### src/rtl/dkong_dma_mc.sv
// Multi-channel sprite/block DMA controller using the Z80 bus-request handshake.
// Steps advance on the CPU clock enable; copy reads run one tick ahead of writes.
module dkong_dma_mc #(
  parameter int CH = 2,
  parameter int AW = 10,
  parameter int DW = 8
) (
  input  logic                 I_CLK,
  input  logic                 I_RESET_n,
  input  logic                 I_CLK_EN,
  input  logic [CH-1:0]        I_DMA_TRIG,
  input  logic [CH*AW-1:0]     I_SRC_BASE,
  input  logic [CH*AW-1:0]     I_DST_BASE,
  input  logic [CH*(AW+1)-1:0] I_LEN,
  input  logic [CH-1:0]        I_MODE,
  input  logic [DW-1:0]        I_FILL,
  input  logic                 I_HLDA,
  input  logic [DW-1:0]        I_DMA_DS,
  output logic                 O_HRQ,
  output logic [AW-1:0]        O_DMA_AS,
  output logic                 O_DMA_CES,
  output logic [AW-1:0]        O_DMA_AD,
  output logic [DW-1:0]        O_DMA_DD,
  output logic                 O_DMA_CED,
  output logic                 O_BUSY,
  output logic [CH-1:0]        O_DONE
);

  localparam int CW = (CH > 1) ? $clog2(CH) : 1;

  typedef enum logic [2:0] {
    ST_IDLE = 3'd0,
    ST_REQ  = 3'd1,
    ST_XFER = 3'd2,
    ST_HOLD = 3'd3,
    ST_FIN  = 3'd4
  } state_t;

  state_t        state_r;
  logic [CH-1:0] trig_prev_r, pend_r, ch_r;
  logic [CH-1:0] edge_s, clr_s, sel_oh_s;
  logic          sel_any_s, start_s, sel_mode_s;
  logic [CW-1:0] sel_idx_s;
  logic [AW-1:0] sel_src_s, sel_dst_s, src_r, dst_r;
  logic [AW:0]   sel_len_s, len_r, k_r;
  logic          mode_r, live_r, skip_wr_r;
  logic [DW-1:0] fill_r;

  // Lowest-index pending channel wins; fetch its configuration
  always_comb begin
    sel_any_s = |pend_r;
    sel_oh_s  = pend_r & (~pend_r + CH'(1));
    sel_idx_s = '0;
    for (int i = CH - 1; i >= 0; i--) begin
      sel_idx_s = pend_r[i] ? CW'(i) : sel_idx_s;
    end
    sel_src_s  = I_SRC_BASE[int'(sel_idx_s) * AW +: AW];
    sel_dst_s  = I_DST_BASE[int'(sel_idx_s) * AW +: AW];
    sel_len_s  = I_LEN[int'(sel_idx_s) * (AW + 1) +: (AW + 1)];
    sel_mode_s = I_MODE[sel_idx_s];
  end

  assign edge_s  = I_DMA_TRIG & ~trig_prev_r;
  assign start_s = (state_r == ST_IDLE) && I_CLK_EN && sel_any_s;
  assign clr_s   = start_s ? sel_oh_s : '0;

  // Trigger edge detection and one-deep pending latch per channel
  always_ff @(posedge I_CLK or negedge I_RESET_n) begin
    if (!I_RESET_n) begin
      trig_prev_r <= '0;
      pend_r      <= '0;
    end else begin
      trig_prev_r <= I_DMA_TRIG;
      pend_r      <= (pend_r | edge_s) & ~clr_s;
    end
  end

  // Transfer sequencer with registered strobes, addresses and handshake outputs
  always_ff @(posedge I_CLK or negedge I_RESET_n) begin
    if (!I_RESET_n) begin
      state_r   <= ST_IDLE;
      ch_r      <= '0;
      src_r     <= '0;
      dst_r     <= '0;
      len_r     <= '0;
      mode_r    <= 1'b0;
      fill_r    <= '0;
      k_r       <= '0;
      live_r    <= 1'b0;
      skip_wr_r <= 1'b0;
      O_HRQ     <= 1'b0;
      O_BUSY    <= 1'b0;
      O_DMA_AS  <= '0;
      O_DMA_CES <= 1'b0;
      O_DMA_AD  <= '0;
      O_DMA_DD  <= '0;
      O_DMA_CED <= 1'b0;
      O_DONE    <= '0;
    end else begin
      O_DMA_CES <= 1'b0;
      O_DMA_CED <= 1'b0;
      O_DONE    <= '0;
      if (I_CLK_EN) begin
        case (state_r)
          ST_IDLE: begin
            if (sel_any_s) begin
              ch_r      <= sel_oh_s;
              src_r     <= sel_src_s;
              dst_r     <= sel_dst_s;
              len_r     <= sel_len_s;
              mode_r    <= sel_mode_s;
              fill_r    <= I_FILL;
              k_r       <= '0;
              live_r    <= 1'b0;
              skip_wr_r <= 1'b0;
              if (sel_len_s == '0) begin
                O_DONE <= sel_oh_s;
              end else begin
                state_r <= ST_REQ;
                O_HRQ   <= 1'b1;
                O_BUSY  <= 1'b1;
              end
            end
          end
          ST_REQ: begin
            if (I_HLDA) state_r <= ST_XFER;
          end
          ST_XFER: begin
            if (!I_HLDA) begin
              // The outstanding read is lost: step back so it is re-read,
              // skipping the write that step already performed.
              state_r <= ST_HOLD;
              live_r  <= 1'b0;
              if (live_r && (k_r != '0)) begin
                k_r       <= k_r - (AW + 1)'(1);
                skip_wr_r <= 1'b1;
              end
            end else begin
              if ((k_r < len_r) && !mode_r) begin
                O_DMA_AS  <= src_r + k_r[AW-1:0];
                O_DMA_CES <= 1'b1;
              end
              if ((k_r != '0) && !skip_wr_r) begin
                O_DMA_AD  <= dst_r + k_r[AW-1:0] - AW'(1);
                O_DMA_DD  <= mode_r ? fill_r : I_DMA_DS;
                O_DMA_CED <= 1'b1;
              end
              skip_wr_r <= 1'b0;
              live_r    <= 1'b1;
              if (k_r == len_r) state_r <= ST_FIN;
              else k_r <= k_r + (AW + 1)'(1);
            end
          end
          ST_HOLD: begin
            if (I_HLDA) state_r <= ST_XFER;
          end
          ST_FIN: begin
            O_HRQ   <= 1'b0;
            O_BUSY  <= 1'b0;
            O_DONE  <= ch_r;
            state_r <= ST_IDLE;
          end
          default: begin
            state_r <= ST_IDLE;
            O_HRQ   <= 1'b0;
            O_BUSY  <= 1'b0;
          end
        endcase
      end
    end
  end

endmodule

### config.mk
export PLATFORM = sky130hd
export DESIGN_NAME = dkong_dma_mc
export DESIGN_NICKNAME = d
export VERILOG_FILES = /design/src/rtl/dkong_dma_mc.sv
export SDC_FILE = /design/constraint.sdc
export NUM_CORES = 1
export LEC_CHECK = 0
export BUFFER_PORTS_ARGS = -buffer_cell sky130_fd_sc_hd__buf_2
export CAP_MARGIN = 20
export CORE_MARGIN = 2
export CORE_UTILIZATION = 35
export DETAILED_ROUTE_END_ITERATION = 8
export PLACE_DENSITY = 0.56
export SYNTH_ARGS = -nofsm -noshare
export SYNTH_HDL_FRONTEND = slang
export SYNTH_SLANG_ARGS = --single-unit
### constraint.sdc
create_clock -name I_CLK -period 3.9 [get_ports I_CLK]
set_clock_uncertainty 0.15 [all_clocks]
set_input_delay 0.195 -clock I_CLK [delete_from_list [all_inputs] [get_ports I_CLK]]
set_output_delay 0.195 -clock I_CLK [all_outputs]
set_load 0.05 [all_outputs]
# [Word-level counts from Yosys, hierarchy flattened]
# Index checks and enable logic that the tools add are counted.
# Widths: inputs -> output; s select.
[word_totals] register_bits=95 inputBits=86 output_inout_bits=34
[op_classes] addsub=6 n_mul=2 n_lt_le_gt_ge=2 n_eq_ne=11 shifts=3 n_mux=38 n_bitwise=8 reduce_logical=22
[ops] cell="$mux 11" n=4
[ops] cell="$shiftx 20x32->10" n=1
[ops] cell="$pmux 11 s2" n=1
[ops] cell="$shiftx 22x6->11" n=1
[ops] cell="$add 10x10->10" n=2
[ops] cell="$shiftx 20x6->10" n=1
[ops] cell="$mux 1" n=18
[ops] cell="$reduce_and 4->1" n=4
[ops] cell="$mux 3" n=5
[ops] cell="$add 11x1->11 const B" n=1
[ops] cell="$eq 11x11->1" n=1
[ops] cell="$logic_not 11->1" n=1
[ops] cell="$lt 11x11->1" n=1
[ops] cell="$reduce_bool 11->1" n=1
[ops] cell="$sub 11x1->11 const B" n=1
[ops] cell="$reduce_and 5->1" n=2
[ops] cell="$sub 10x1->10 const B" n=1
[ops] cell="$ne 3x3->1 const B" n=3
[ops] cell="$pmux 3 s3" n=1
[ops] cell="$mux 2" n=4
[ops] cell="$mux 8" n=1
[ops] cell="$and 2x2->2" n=3
[ops] cell="$eq 3x2->1 const B" n=2
[ops] cell="$not 2->2" n=3
[ops] cell="other kinds (19)" n=29

# [Depth between registers and ports, before layout]
# Gate-level depths: netlist of the first run.
[depth] ltp_word=9 mapped_depth=11 ltp_nobuf=11

# [Worst setup path before layout of the first run]
# No wires, ideal clock.
[synth_timing] kind="reg-to-reg" from="reg k_r[1]" to="reg O_DMA_AD[9]" t_arrival_ns=2.407 path_slack_ns=1.211 stages_incl_launch_ff=12 period_less_slack_ns=2.689 cell_sequence="dfrtp_1 -> inv_1 -> ha_1 -> inv_1 -> ha_1 -> fa_1 -> a21o_1 -> a21oi_1 -> o21ai_0 -> o41ai_1 -> xnor2_1 -> o21ai_1"
[synth_via] elab_chain_len=3 elab_cells_between_ends=5
[synth_rtl] item="from (decl)" line_no="45" source="logic [AW:0] sel_len_s, len_r, k_r;"
[synth_rtl] item="from (signal assigned)" line_no="135" source="k_r <= k_r - (AW + 1)'(1);"
[synth_rtl] item="from (signal assigned)" line_no="151" source="else k_r <= k_r + (AW + 1)'(1);"
[synth_rtl] item="parallel branches: the longest is 3 deep, another holds $add 10x10->10"
[synth_rtl] item="to (signal assigned)" line_no="144" source="O_DMA_AD <= dst_r + k_r[AW-1:0] - AW'(1);"
[synth_rtl] item="to (decl)" line_no="22" source="output logic [AW-1:0] O_DMA_AD,"
# Several ways; the timed one is not identified.
# A chain may end at the register's enable or synchronous reset.

# [Final worst setup path of the first run]
# Ends and elaborated chain as after synthesis.

==> qor.csv, run 1 <==
stage,metric,value,unit
status,status,"finished, final reports clean",
power_and_ir_drop,P_leak,3.69,nW
drt,drt total wl,13.8,mm
clocking,Num CTS Buffers,9,
global_route,vias in the first global route,4648,
final_layout,Area Growth Syn to Fin,25.6,%
drt,DR iter-0 viols,253,
timing,fin. max-slew vios,0,
timing,RSZ-0062 raised after global routing,false,
synthesis,mux cell area share after synthesis,0.120,
timing,WHS,0.00507,ns
timing,crit share post-route,0.763,
synthesis,area share of fa/ha/maj cells after synthesis,0.112,
synthesis,"top cells by area, synth","dfrtp_1, ha_1, mux2i_1",
synthesis,"area leader, netlist",dfrtp_1,
power_and_ir_drop,peak supply drop,0.359,mV
synthesis,post-synthesis xor/xnor area fraction,0.0386,
synthesis,synthesis-stage register bit count,95,
clocking,Post-CTS Hold Buffers,36,
drt,# DRC,0,
floorplanning,Die Footprint,17200,sq um
setup_path,Setup crit end kind,register,
clocking,CTS Buffer Depth,2,
timing,fin crit period,2.98,ns
synthesis,Synth Instances,565,
drt,routed vias/inst,4.92,
floorplanning,DIE HEIGHT,131,um
drt,Pre-antenna DRT Iters,4,
global_route,largest net degree at the start of global routing,78,
synthesis,mapped cell area,5670,sq um
synthesis,post-synthesis compound-gate area fraction,0.152,
synthesis,Mapped Nets,700,
power_and_ir_drop,Reg power frac,0.295,
clocking,clock sinks,95,
setup_path,CP Data Required Time,3.96,ns
timing,FMAX,336,MHz
floorplanning,I/O Pins,120,
clocking,Post-CTS Setup Bufs,0,
final_layout,final core utilization,0.449,
clocking,CTS tree,yes,
power_and_ir_drop,Clk pwr share,0.152,
synthesis,Synth Area in Simple Gates,0.104,
timing,final hold vios,0,
timing,Setup Viol. Count Final,0,
synthesis,"EDFF count, synth",0,
synthesis,Ys Warns,0,
synthesis,combinational family with the most area after synthesis,compound AO/OA/AOI/OAI gates,
power_and_ir_drop,Pwr Density,810,nW/um^2
clocking,H-tree lvl count,3,
final_layout,Layout Nets,849,
global_route,GRT overflow,0,
setup_path,crit path launch type,register,
timing,sum of negative setup slack,0,ns
place,Routability Congestion,0.810,
setup_path,"setup slack, reg-to-reg",0.92,ns
power_and_ir_drop,Pwr Total,0.00576,W
power_and_ir_drop,Psw,0.00256,W
synthesis,top-area cell type share of the netlist area,0.420,
timing,Least-Margin Pin Slew,0.909,ns
synthesis,ys flop type,dfrtp_1,
final_layout,number of diodes,0,
synthesis,ys async rst share,1.00,
setup_path,Worst Path Arrival,3.04,ns
floorplanning,Die X,131,um
clocking,worst skew pair latency,0.35,ns
place,I/O Buffers,119,
power_and_ir_drop,sw frac,0.444,
min_path,worst hold path type,in2reg,
clocking,Worst-path clk slew,0.07,ns
setup_path,WS Path Type,reg2reg,
synthesis,most common cell in the netlist,dfrtp_1,
global_route,initial antenna violation count,0,
timing,Slew headroom,0.394,
drt,post-route ant nets,0,
global_route,first-pass GRT wire length,23.0,mm
setup_path,CP max FO,7,
floorplanning,core area,15800,sq um
clocking,Root Buffer,clkbuf_16,
synthesis,post-synthesis cell type count,55,
synthesis,Post-synth top cells,"dfrtp_1, nand2_1, inv_1",
power_and_ir_drop,Int Power,0.00320,W
place,Detail Placement HPWL,10.0,mm
final_layout,layout cells sized above 1,0.238,
synthesis,register area share after synthesis,0.420,
floorplanning,Initial Util,0.358,
global_route,GRT Total Usage,0.167,
floorplanning,num rows,46,
clocking,post-CTS resize count,0,
final_layout,filler cell count,1551,
drt,Avg WL per Cell,14.8,um
power_and_ir_drop,Comb power frac,0.554,
drt,via count,4587,
synthesis,average cell area after synthesis,10.0,sq um
run,max_cap viols,0,
worst paths after layout:
check / start / end / cells past startpoint
worst min register to register: trig_prev_r[0] / pend_r[0] / 1
min in group asynchronous: I_RESET_n / fill_r[4] / 2
worst max register to register: k_r[1] / O_DMA_AD[9] / 11
max in group asynchronous: I_RESET_n / k_r[9] / 3
worst max-delay path: k_r[1] / O_DMA_AD[9] / 11
worst min-delay path: I_DMA_DS[1] / O_DMA_DD[1] / 3
power groups by stage:
stage | Sequential, W | Combinational, W | Clock (W)
finish | 0.00170 | 0.00319 | 0.000874
global route | 0.00175 | 0.00357 | 0.000949
CTS | 0.00170 | 0.00323 | 0.000907
detailed placement | 0.00172 | 0.00315 | 0
global placement | 0.00171 | 0.00309 | 0
floorplan | 0.00210 | 0.00203 | 0
cells by family after synthesis:
group | after synthesis
AO/OA/AOI/OAI | 132
XOR/XNOR | 25
adder cells (fa/ha/maj) | 49
buffers and inverters | 74
flip-flops | 95
multiplexers | 62
AND/OR/NAND/NOR | 128
state kept, by name (all words and copies together) (netlist names), 2 cells and up:
name	flops
src_r	10
O_DMA_AS	10
O_DMA_DD	8
O_DMA_AD	10
ch_r	2
fill_r	8
pend_r	2
dst_r	10
state_r	3
trig_prev_r	2
k_r	11
O_DONE	2
len_r	11
through the flow:
stage	instance area (sq um)	cells	setup WS (ns)
CTS	7110	933	0.900
floorplan	5670	565	1.21
finish	7110	933	0.923
global route	7110	933	0.668
global placement	6470	883	1.01
detailed placement	6470	883	0.948
critical path, stage by stage (launching register included):
cell     delay [ns]
dfrtp_1        0.49
inv_1          0.12
ha_1           0.28
inv_1          0.04
ha_1           0.21
fa_1           0.42
a21o_1         0.19
a21oi_1        0.21
o21ai_0        0.16
o41ai_1        0.35
xnor2_1        0.16
o21ai_1        0.07
placed cells by master (no fill, tap or decap), types with 3 or more instances in the layout:
cell           count
o21bai_1           3
ha_1              46
o21ai_0           51
nor4_1             6
nor2b_1            4
buf_4              5
o41ai_1            3
a21o_1             8
a22o_1             8
xor2_1             7
xnor2_1           18
nand2b_1           3
nor3_1             8
mux2_2            13
inv_1             52
o21ai_1           13
nand2_1           69
clkbuf_16          9
nand3_1            7
o22ai_1            3
fa_1               3
o21a_1             5
mux2_4             9
nor2_1            20
dfrtp_1           95
a21oi_1           19
buf_2            118
mux2i_1           40
dlygate4sd3_1     36
layer usage:
| metal | share of wire | track usage | vias up |
|---|---|---|---|
| li1 | - | - | 2271 |
| met1 | 0.44 | 0.214 | 2172 |
| met2 | 0.47 | 0.275 | 115 |
| met3 | 0.055 | 0.0370 | 29 |
| met4 | 0.030 | 0.0664 | 0 |
| met5 | 0 | 0 | - |
cell type report:
type	instances	area, sq um	area share
Multi-Input combinational cell	396	2990	0.421
Sequential cell	95	2380	0.334
Timing Repair Buffer	159	988	0.139
Tap cell	216	270	0.0380
Clock buffer	11	243	0.0341
Inverter	53	199	0.0280
Clock inverter	3	45.0	0.00633
Power figures use the tool's default switching activity.
==> run 2, diff against run 1 <==
- PLACE_DENSITY: 0.56 -> 0.58
- clock period: 3.9 -> 2.54 ns (I/O delays scaled with it)
==> run 2 against run 1 <==
  * Non-clock buffer count is 64 higher
  * Worst setup slack got worse by 0.86 ns
  * Total power up 63%
  * Sequential power grew 47%
  * Die area is the same
  * Worst hold slack gained 0.044 ns
  * Final cell count is 7.1% higher
  * Fmax grew 20%
  * Critical path depth is the same
  * Global-route usage increased by 0.16 points
  * Critical path type unchanged
==> qor.csv, run 2 (synthesis results as in run 1) <==
stage,metric,value,unit
clocking,Root Buffer,clkbuf_16,
drt,drt total wl,14.4,mm
global_route,GRT overflow,0,
global_route,initial antenna violation count,0,
clocking,H-tree lvl count,3,
setup_path,Crit-path slowest cell,dfrtp_2,
setup_path,Setup crit end kind,register,
clocking,worst skew pair latency,0.35,ns
timing,fin crit period,2.48,ns
drt,DR iter-0 viols,218,
final_layout,Area Growth Syn to Fin,37.5,%
final_layout,filler cell count,1454,
drt,routed vias/inst,4.78,
timing,final hold vios,0,
final_layout,"most common cell after layout, fill and taps aside",buf_2,
final_layout,"commonest cells after routing, fill and taps aside","buf_2, dfrtp_1, dlygate4sd3_1, nand2_1, inv_1",
setup_path,crit path cell chain,inv_1 -> ha_1 -> inv_1 -> ha_1 -> fa_2 -> a21o_1 -> a21oi_2 -> o21ai_2 -> o41ai_2 -> xnor2_1 -> o21ai_1,
setup_path,Worst Path Arrival,2.56,ns
setup_path,CP Data Required Time,2.62,ns
clocking,Worst-path clk slew,0.07,ns
timing,FMAX,403,MHz
place,Routability Congestion,0.818,
drt,Pre-antenna DRT Iters,5,
final_layout,final core utilization,0.492,
drt,via count,4776,
global_route,GRT Total Usage,0.169,
clocking,clock sinks,95,
global_route,largest net degree at the start of global routing,78,
timing,RSZ-0062 raised after global routing,true,
timing,fin. max-slew vios,0,
timing,Slew headroom,0.580,
final_layout,number of diodes,0,
global_route,first-pass GRT wire length,23.6,mm
floorplanning,Initial Util,0.358,
final_layout,layout cells sized above 1,0.254,
final_layout,Layout Nets,913,
clocking,CTS Buffer Depth,2,
place,Detail Placement HPWL,10.4,mm
power_and_ir_drop,peak supply drop,0.584,mV
clocking,Post-CTS Setup Bufs,0,
timing,Setup Viol. Count Final,0,
drt,post-route ant nets,0,
power_and_ir_drop,Pwr Density,1200,nW/um^2
clocking,Num CTS Buffers,9,
power_and_ir_drop,P_leak,4.00,nW
setup_path,"slowest stage delay, CP",0.36,ns
drt,# DRC,0,
setup_path,crit path launch type,register,
floorplanning,Die X,131,um
drt,Avg WL per Cell,14.5,um
floorplanning,I/O Pins,120,
place,I/O Buffers,119,
floorplanning,Die Footprint,17200,sq um
final_layout,Top Registers,"k_r x11, len_r x11",
min_path,worst hold path type,in2reg,
floorplanning,DIE HEIGHT,131,um
status,status,"finished, final reports clean",
floorplanning,num rows,46,
power_and_ir_drop,Pwr Total,0.00938,W
timing,Least-Margin Pin Slew,0.624,ns
global_route,vias in the first global route,4925,
floorplanning,core area,15800,sq um
run,max_cap viols,0,
clocking,CTS tree,yes,
setup_path,CP max FO,2,
timing,crit share post-route,0.976,
setup_path,WS Path Type,reg2reg,
[run 2: area by class of cell]
cell class	count	area (sq um)	area share
repair buffers	223	1620	0.208
flip-flops and latches	95	2380	0.305
well taps	216	270	0.0347
clock buffers	11	233	0.0299
inverters	53	199	0.0255
clock inverters	5	56.3	0.00723
multi-input cells	396	3030	0.390
[run 2: routing by layer]
layer	up-vias	part of all wire	GRT usage
li1	2399	-	-
met1	2247	0.44	0.208
met2	111	0.50	0.300
met3	19	0.039	0.0343
met4	0	0.015	0.0477
met5	-	0	0
[run 2: path summary, 6_finish.rpt]
path	from	end	depth (start not counted)	slack [ns]
worst min register to register	trig_prev_r[0]	pend_r[0]	1	0.28
min in group asynchronous	I_RESET_n	fill_r[0]	2	0.07
worst max-delay path	k_r[1]	O_DMA_AD[9]	11	0.06
worst max register to register	k_r[1]	O_DMA_AD[9]	11	0.06
max in group asynchronous	I_RESET_n	dst_r[8]	3	1.54
worst min-delay path	I_MODE[0]	mode_r	3	0.05
[run 2: timing repair]
action                                  4_1_cts  5_1_grt
hold buffers                                 80        0
endpoints found under the setup margin        0        5
endpoints found under the hold margin       151        0
gates resized for setup                       0        4
[run 2: where the power goes]
group          switching, W  internal [W]  total [W]
clock network      0.000584      0.000764    0.00135
registers          0.000420       0.00208    0.00250
logic               0.00313       0.00240    0.00553
total               0.00413       0.00525    0.00938
[run 2: critical path: cells and delay by family (launching register included)]
family,cells,cell delay (ns)
fa+ha+maj,3,0.84
compound gates,5,0.78
flops,1,0.36
xor+xnor,1,0.16
buf+inv,2,0.09
[run 2: per-stage QoR]
stage | cell area (sq um) | setup slack [ns] | std cells | setup TNS, ns | hold slack, ns
final | 7790 | 0.0612 | 999 | 0 | 0.0493
after CTS | 7760 | 0.00485 | 999 | 0 | 0.0391
after global placement | 6670 | 0.0484 | 903 | 0 | -0.100
after global routing | 7790 | -0.0701 | 999 | -0.0701 | 0.0537
after floorplan | 5680 | 0.00207 | 565 | 0 | -0.319
after detailed placement | 6670 | 0.0259 | 903 | 0 | -0.0915
==> run 3, diff against run 2 <==
- CELL_PAD_IN_SITES_DETAIL_PLACEMENT: unset -> 1
- CELL_PAD_IN_SITES_GLOBAL_PLACEMENT: unset -> 1
- PLACE_DENSITY: 0.58 -> 0.72
==> run 3 against run 2 <==
  * The run now ends with hold timing left
  * Global-route usage increased by 5.1 points
  * Sequential power increased by 2%
  * Register-to-register slack about the same
  * Final area increased by 0.35%
  * First-iteration DRC count increased by 0.92%
  * Sequential cell count unchanged
  * Final cell count decreased by 0.20%
  * Via count increased by 6.4%
==> qor.csv, run 3 (synthesis results as in run 1) <==
stage,metric,value,unit
setup_path,Setup crit end kind,register,
timing,Setup Viol. Count Final,0,
setup_path,crit path launch type,register,
final_layout,"most common cell after layout, fill and taps aside",buf_2,
power_and_ir_drop,Pwr Density,1270,nW/um^2
min_path,worst hold path endpoint,dst_r[8],
drt,via count,5084,
min_path,hold wc startpoint,I_DST_BASE[18],
setup_path,CP Data Required Time,2.63,ns
min_path,worst hold path type,in2reg,
place,I/O Buffers,119,
place,placed cells,905,
final_layout,Top Registers,"k_r x11, len_r x11",
power_and_ir_drop,Pwr Total,0.00994,W
floorplanning,Initial Util,0.358,
clocking,Num CTS Buffers,9,
setup_path,"slowest stage delay, CP",0.45,ns
clocking,H-tree lvl count,3,
setup_path,crit path buf inv count,0,
status,status,"finished, violations left",
status,failing checks,hold timing,
final_layout,Layout Nets,910,
setup_path,reg2reg end,O_DMA_AS[8],
setup_path,R2R depth,8,
final_layout,Area Growth Syn to Fin,37.9,%
clocking,worst skew pair latency,0.35,ns
drt,post-route ant nets,0,
drt,Avg WL per Cell,18.7,um
drt,# DRC,0,
timing,crit share post-route,0.980,
timing,FMAX,402,MHz
final_layout,Non-Filler Instances,997,
setup_path,Crit-path slowest cell,dfrtp_2,
timing,WHS,-0.00655,ns
drt,routed vias/inst,5.10,
final_layout,layout cells sized above 1,0.277,
floorplanning,num rows,46,
setup_path,Worst Path Arrival,2.58,ns
clocking,Root Buffer,clkbuf_16,
drt,DR iter-0 viols,220,
global_route,vias in the first global route,5767,
setup_path,WS Path Type,reg2reg,
timing,Least-Margin Pin Slew,0.623,ns
place,Routability Congestion,0.794,
setup_path,CP top delay family,compound AO/OA/AOI/OAI gates,
clocking,clock sinks,95,
timing,Slew headroom,0.584,
clocking,CTS Buffer Depth,2,
setup_path,crit path cell chain,ha_1 -> fa_1 -> a21o_1 -> a211oi_2 -> o21ai_1 -> a21oi_1 -> xnor2_1 -> mux2_4,
timing,fin crit period,2.49,ns
clocking,Worst-path clk slew,0.07,ns
drt,drt total wl,18.7,mm
place,Detail Placement HPWL,12.3,mm
global_route,GRT Total Usage,0.220,
global_route,GRT overflow,0,
global_route,largest net degree at the start of global routing,52,
setup_path,"setup slack, reg-to-reg",0.05,ns
floorplanning,Die Footprint,17200,sq um
run,max_cap viols,0,
clocking,CTS tree,yes,
setup_path,CP max FO,5,
global_route,initial antenna violation count,1,
floorplanning,I/O Pins,120,
power_and_ir_drop,peak supply drop,0.546,mV
power_and_ir_drop,P_leak,4.00,nW
timing,fin. max-slew vios,0,
floorplanning,core area,15800,sq um
drt,Pre-antenna DRT Iters,4,
timing,final hold vios,1,
setup_path,reg2reg start,k_r[0],
floorplanning,DIE HEIGHT,131,um
floorplanning,Die X,131,um
final_layout,"commonest cells after routing, fill and taps aside","buf_2, dfrtp_1, dlygate4sd3_1, nand2_1, o21ai_0",
global_route,first-pass GRT wire length,30.1,mm
min_path,hold depth,3,
## run 3: stage by stage
step	util	hold WS, ns	worst slack [ns]	area (sq um)	setup TNS, ns
after floorplan	-	-0.319	0.00207	5680	0
final	0.494	-0.00655	0.0496	7820	0
after CTS	0.487	0.000786	0.0207	7710	0
after global routing	0.494	0.00125	-0.0517	7820	-0.116
after detailed placement	0.422	0.0217	-0.0314	6680	-0.0314
after global placement	0.422	0.0204	0.0465	6680	0
## run 3: how the worst max path moves through the flow
stage | start | to | slack (ns) | cells after the start
after floorplan | k_r[1] | O_DMA_AD[9] | 0.002 | 11
after global routing | dst_r[1] | O_DMA_AD[9] | -0.05 | 11
after detailed placement | k_r[1] | O_DMA_AD[9] | -0.03 | 11
after global placement | k_r[1] | O_DMA_AD[9] | 0.05 | 11
final | k_r[0] | O_DMA_AS[8] | 0.05 | 8
after CTS | k_r[1] | O_DMA_AS[9] | 0.02 | 8
## run 3: per-layer routing
layer	up-vias	wire length [um]	global-route usage
met5	-	0	0
met4	0	735	0.104
met1	2519	7490	0.250
li1	2396	-	-
met3	52	660	0.0401
met2	117	9790	0.399
## run 3: repair_timing
action / in CTS / in global routing
hold endpoints to repair: 93 / 1
resized for setup: 1 / 16
hold buffers: 71 / 1
setup buffers: 0 / 3
pin swaps: 1 / 10
setup endpoints to repair: 3 / 7
## run 3: report_power, final
group,internal [W],total [W],switching (W),leakage [nW]
clock,0.000801,0.00144,0.000640,0.147
combinational,0.00251,0.00594,0.00343,2.66
sequential,0.00208,0.00255,0.000469,1.20
## run 3: final cells by class
cell class / instances / area [sq um]
multi-input combinational: 396 / 3080
timing repair buffer: 220 / 1570
fill: 1807 / 8010
sequential: 95 / 2380
clock buffer: 11 / 243
antenna: 1 / 2.50
clock inverter: 5 / 63.8
tap: 216 / 270
inverter: 53 / 199
## run 3: worst register-to-register path, cell delays in order (launching register included)
cell and delay, ns:
dfrtp_2 0.45, ha_1 0.23, fa_1 0.41, a21o_1 0.21, a211oi_2 0.29, o21ai_1 0.12, a21oi_1 0.18, xnor2_1 0.08
mux2_4 0.26
